--- src/rtl/max7219_chain.sv ---
// max7219_chain: MAX7219 daisy-chain driver. It broadcasts the init sequence, refreshes
// all digits from a frame buffer, and inserts intensity updates between refresh transactions.
module max7219_chain #(
    parameter int         N_DEV      = 1,
    parameter int         CLK_DIV    = 25,
    parameter int         CS_GAP     = 8,
    parameter logic [7:0] SCAN_LIMIT = 8'd7,
    parameter logic [7:0] DECODE     = 8'hFF,
    parameter logic [3:0] INTENSITY  = 4'hF,
    localparam int        DW         = N_DEV > 1 ? $clog2(N_DEV) : 1
) (
    input  logic          clk,
    input  logic          reset,
    input  logic          wr_en,
    input  logic [DW-1:0] wr_dev,
    input  logic [2:0]    wr_digit,
    input  logic [7:0]    wr_data,
    input  logic          int_set,
    input  logic [3:0]    int_val,
    output logic          spi_clk,
    output logic          dout,
    output logic          cs,
    output logic          init_done,
    output logic          frame_done
);
    localparam int NB  = N_DEV * 16;
    localparam int GAP = CS_GAP * 2 * CLK_DIV;
    localparam int NF  = 2 ** DW;

    typedef enum logic [1:0] {P_GAP, P_SHIFT, P_TAIL} phase_t;
    typedef enum logic [2:0] {S_INIT0, S_INIT1, S_INIT2, S_INIT3, S_INIT4, S_REF, S_INT} seq_t;

    phase_t        phase, phase_nxt;
    seq_t          seq;
    logic [7:0]    fb [NF][8];
    logic [NB-1:0] sr, payload;
    logic [15:0]   bword, dcnt;
    logic [23:0]   gcnt;
    logic [8:0]    bcnt;
    logic [2:0]    digit;
    logic [3:0]    int_reg;
    logic          pending, sclk, tick, start;

    always_comb begin
        bword = seq == S_INIT0 ? 16'h0F00 :
                seq == S_INIT1 ? 16'h0C01 :
                seq == S_INIT2 ? {8'h0B, SCAN_LIMIT} :
                seq == S_INIT3 ? {8'h0A, 4'h0, INTENSITY} :
                seq == S_INIT4 ? {8'h09, DECODE} : {8'h0A, 4'h0, int_reg};
        payload = '0;
        // device 0 sits in the low word so it is shifted out last
        for (int i = 0; i < N_DEV; i++)
            payload[i*16 +: 16] = seq == S_REF ? {8'h01 + {5'd0, digit}, fb[i][digit]} : bword;
    end

    always_comb begin
        tick      = dcnt == 16'(CLK_DIV - 1);
        start     = phase == P_GAP && gcnt == 24'd0;
        phase_nxt = phase == P_GAP   ? (start ? P_SHIFT : P_GAP) :
                    phase == P_SHIFT ? (tick && sclk && bcnt == 9'(NB - 1) ? P_TAIL : P_SHIFT) :
                                       (tick ? P_GAP : P_TAIL);
    end

    assign cs      = phase == P_GAP;
    assign spi_clk = sclk;
    assign dout    = phase == P_SHIFT && sr[NB-1];

    always_ff @(posedge clk) begin
        if (!reset) begin
            phase      <= P_GAP;
            seq        <= S_INIT0;
            gcnt       <= '0;
            dcnt       <= '0;
            bcnt       <= '0;
            sclk       <= 1'b0;
            sr         <= '0;
            digit      <= '0;
            int_reg    <= INTENSITY;
            pending    <= 1'b0;
            init_done  <= 1'b0;
            frame_done <= 1'b0;
            for (int i = 0; i < NF; i++)
                for (int j = 0; j < 8; j++)
                    fb[i][j] <= '0;
        end else begin
            phase      <= phase_nxt;
            frame_done <= 1'b0;
            if (wr_en && 32'(wr_dev) < N_DEV)
                fb[wr_dev][wr_digit] <= wr_data;
            if (int_set) begin
                int_reg <= int_val;
                pending <= 1'b1;
            end else if (start && seq == S_INT)
                pending <= 1'b0;
            if (phase == P_GAP) begin
                if (start) begin
                    sr   <= payload;
                    dcnt <= '0;
                    bcnt <= '0;
                    sclk <= 1'b0;
                end else
                    gcnt <= gcnt - 24'd1;
            end else begin
                dcnt <= tick ? 16'd0 : dcnt + 16'd1;
                if (phase == P_SHIFT && tick) begin
                    sclk <= ~sclk;
                    if (sclk) begin
                        sr   <= sr << 1;
                        bcnt <= bcnt + 9'd1;
                    end
                end
                if (phase == P_TAIL && tick) begin
                    gcnt <= 24'(GAP - 1);
                    if (seq == S_INIT4)
                        init_done <= 1'b1;
                    if (seq == S_REF) begin
                        digit      <= digit + 3'd1;
                        frame_done <= digit == 3'd7;
                    end
                    seq <= seq == S_INIT0 ? S_INIT1 :
                           seq == S_INIT1 ? S_INIT2 :
                           seq == S_INIT2 ? S_INIT3 :
                           seq == S_INIT3 ? S_INIT4 :
                           seq == S_REF && pending ? S_INT : S_REF;
                end
            end
        end
    end
endmodule
--- config.mk ---
export PLATFORM = sky130hd
export DESIGN_NAME = max7219_chain
export DESIGN_NICKNAME = d
export VERILOG_FILES = /design/src/rtl/max7219_chain.sv
export SDC_FILE = /design/constraint.sdc
export NUM_CORES = 1
export LEC_CHECK = 0
export ABC_AREA = 1
export CORE_ASPECT_RATIO = 0.5
export CORE_MARGIN = 4
export CORE_UTILIZATION = 66
export CTS_CLUSTER_DIAMETER = 60
export CTS_CLUSTER_SIZE = 10
export DETAILED_ROUTE_END_ITERATION = 12
export GPL_TIMING_DRIVEN = 0
export PLACE_DENSITY = 0.92
export SLEW_MARGIN = 20
export SYNTH_ARGS = -nofsm -noshare
export SYNTH_HDL_FRONTEND = slang
export SYNTH_SLANG_ARGS = --single-unit
--- constraint.sdc ---
create_clock -name clk -period 2.89 [get_ports clk]
set_clock_uncertainty 0.1 [all_clocks]
set_input_delay 0.578 -clock clk [delete_from_list [all_inputs] [get_ports clk]]
set_output_delay 0.578 -clock clk [all_outputs]
set_load 0.1 [all_outputs]
==> metrics.yaml <==
power:
  vdd_drop_max_mv: 0.633
  leakagePower_nw: 3.56
  power_mw: 8.68
  power_density_nw_per_um2: 1010
detailed_routing:
  avgRoutedWirePerCell_um: 16.7
  drc: 0
  first_pass_iters: 6
  wl_um: 20700
  num_vias: 7437
  drt_iter0_drc: 749
  ant_nets: 0
  via_per_inst: 6.01
timing:
  setup_viol: 0
  worst_pin_slew_ns: 0.975
  drv_slew: 0
  max_freq_mhz: 359
  whs_ns: 0.350
  setup_slack_ns: 0.103
  min_period_over_period_pct: 96.4
  finalHoldViolations: 0
  rsz0062_at_grt: "no"
  min_period_ns: 2.79
  finalSetupTns_ns: 0
  relSlewSlack_pct: 34.8
logic_synthesis:
  async_flop_share_pct: 0
  ys.warnings.count: 0
  synth_area_um2: 7600
  yosys.area.top_type_share_pct: 25.3
  synthTopCellsByArea: "edfxtp_1 25%, dfxtp_1 21%, nor2_1 12%"
  synth.avg_cell_area_um2: 7.33
  ys_seq_elements: 145
  yosys.area.top_type: "edfxtp_1"
  synth_cell_types: 41
  synthCells: 1038
  synth_edf_count: 64
  syn_nets: 1065
  yosysSeqAreaShare_pct: 46.6
  ys.flop_type: "dfxtp_1"
grt:
  grt_util_all_layers_pct: 31.0
  antenna_found_initial: 0
  grt_pass1_wl_um: 33700
  grt.overflow.total: 0
  grt_pass1_vias: 7202
  grt_max_degree: 17
flow_run:
  drv_cap: 0
setup_path:
  startpoint_type: "flip-flop"
  crit_family: "buffers and inverters"
  crit_path_top_delay_cell: "buf_2"
  critPathKind: "reg -> out"
  cp.arrival_ns: 2.11
  crit_path_end_kind: "output pin"
  critical_path_required_ns: 2.21
  startpoint: "phase[0]"
  reg2reg_from: "gcnt[0]"
  path_cells: "nor2_4 > clkbuf_1 > buf_2"
  slowest_delay_ns: 0.53
  worst-path-max-fanout: 10
  cp_num_buf_inv: 2
cells_and_area:
  antennaDiodeCount: 0
  largest_reg_flops: 64
  top_register: "fb"
  multi_input_area_um2: 3530
  reg_top3: "fb: 64 flops, gcnt: 24 flops"
  nets: 1107
  most-common-layout-cells: "243 x nor2_1, 226 x nand2_1, 95 x nand3_1"
  drive_gt1_share_pct: 8.79
  layout_commonest_cell: "nor2_1"
  ff_latch_area_um2: 3540
  fill_cells: 724
  area_growth_pct: 13.3
worst_hold_path:
  hp-start: "sr[14]"
  hp-class: "reg -> reg"
floorplan:
  fp.dieArea_um2: 13400
  rows: 27
  die_h_um: 83.9
  initial_core_util_pct: 68.4
  die_w_um: 160
  coreArea_um2: 11100
  boundaryPins: 25
placed_design:
  preCtsSetupSlack_ns: -0.124
  globalplace.congestion: 0.956
  port_buffers: 23
  place.detailed.hpwl_um: 13300
clock_tree:
  cts_hold_buffers: 0
  cts.clk_slew.worst_paths_ns: 0.06
  root_buffer: "clkbuf_16"
  postCtsSetupRepairBufs: 0
  cts_sinks: 145
  cts_tree: "yes"
  cts_made_buffers: 17
  cts_buffer_depth: 2
  h-tree-depth: 4
  clkLatencyLatePin_ns: 0.42
outcome:
  status: "finished, final reports clean"
==> through the flow <==
step           std cells  area [µm²]  util [%]
5_1_grt             1237        8610      77.5
2_1_floorplan       1038        7600         -
4_1_cts             1237        8620      77.5
3_5_place_dp        1206        8020      72.1
6_report            1237        8610      77.5
3_3_place_gp        1206        8020      72.1
==> final timing paths <==
kind                                 end  slack (ns)  cells past startpoint
worst max-delay path                  cs        0.10                      3
worst min-delay path              sr[15]        0.35                      2
worst max register to register  gcnt[22]        0.75                      9
worst min register to register    sr[15]        0.35                      2
==> kinds of logic after synthesis <==
kind of cell	synth area share (%)
buffers and inverters	6.91
AO/OA/AOI/OAI	9.59
XOR/XNOR	0.806
adder cells (fa/ha/maj)	1.15
flip-flops	46.6
AND/OR/NAND/NOR	34.9
==> routing by layer <==
metal,vias up,share of wire (%),track usage [%]
met2,479,47,52.7
met5,-,0,0
li1,3468,-,-
met3,108,9.4,5.97
met4,0,4.4,17.9
met1,3382,39,37.0
==> cells in the mapped netlist, types with 4 or more instances <==
master / number
a21oi_1: 59
edfxtp_1: 64
a21oi_2: 4
nand2_4: 4
nand2_1: 226
nor2_4: 4
xor2_1: 6
nand3_1: 95
or2_2: 11
o21ai_1: 9
ha_1: 7
dfxtp_1: 81
o21ai_0: 50
nand4_1: 13
buf_6: 5
nor2_2: 8
nor2_1: 243
clkbuf_1: 17
inv_2: 7
buf_2: 12
inv_1: 78
==> layout make-up <==
cell class	instances	area share [%]
clock inverters	14	2.06
plain buffers	38	2.35
multi-input cells	769	41.0
clock buffers	17	4.94
flip-flops and latches	145	41.1
inverters	86	3.75
repair buffers	23	2.60
well taps	145	2.11
==> tightest hold or removal path, delay by kind of cell, from the launching register on <==
| kind | cells | cell delay, ns |
|---|---|---|
| simple gates | 2 | 0.10 |
| flops | 1 | 0.31 |
==> power by group <==
| group | switching [mW] | total, mW | internal [mW] |
|---|---|---|---|
| registers | 0.233 | 2.63 | 2.40 |
| clock network | 0.906 | 2.27 | 1.37 |
| logic | 2.64 | 3.78 | 1.14 |
| total | 3.78 | 8.68 | 4.90 |
==> repair_timing <==
item                                    4_1_cts  5_1_grt
cloned                                        0        0
pin swaps                                     0        0
gates resized for setup                       4        2
endpoints found under the setup margin        2        1
Power figures use the tool's default switching activity.
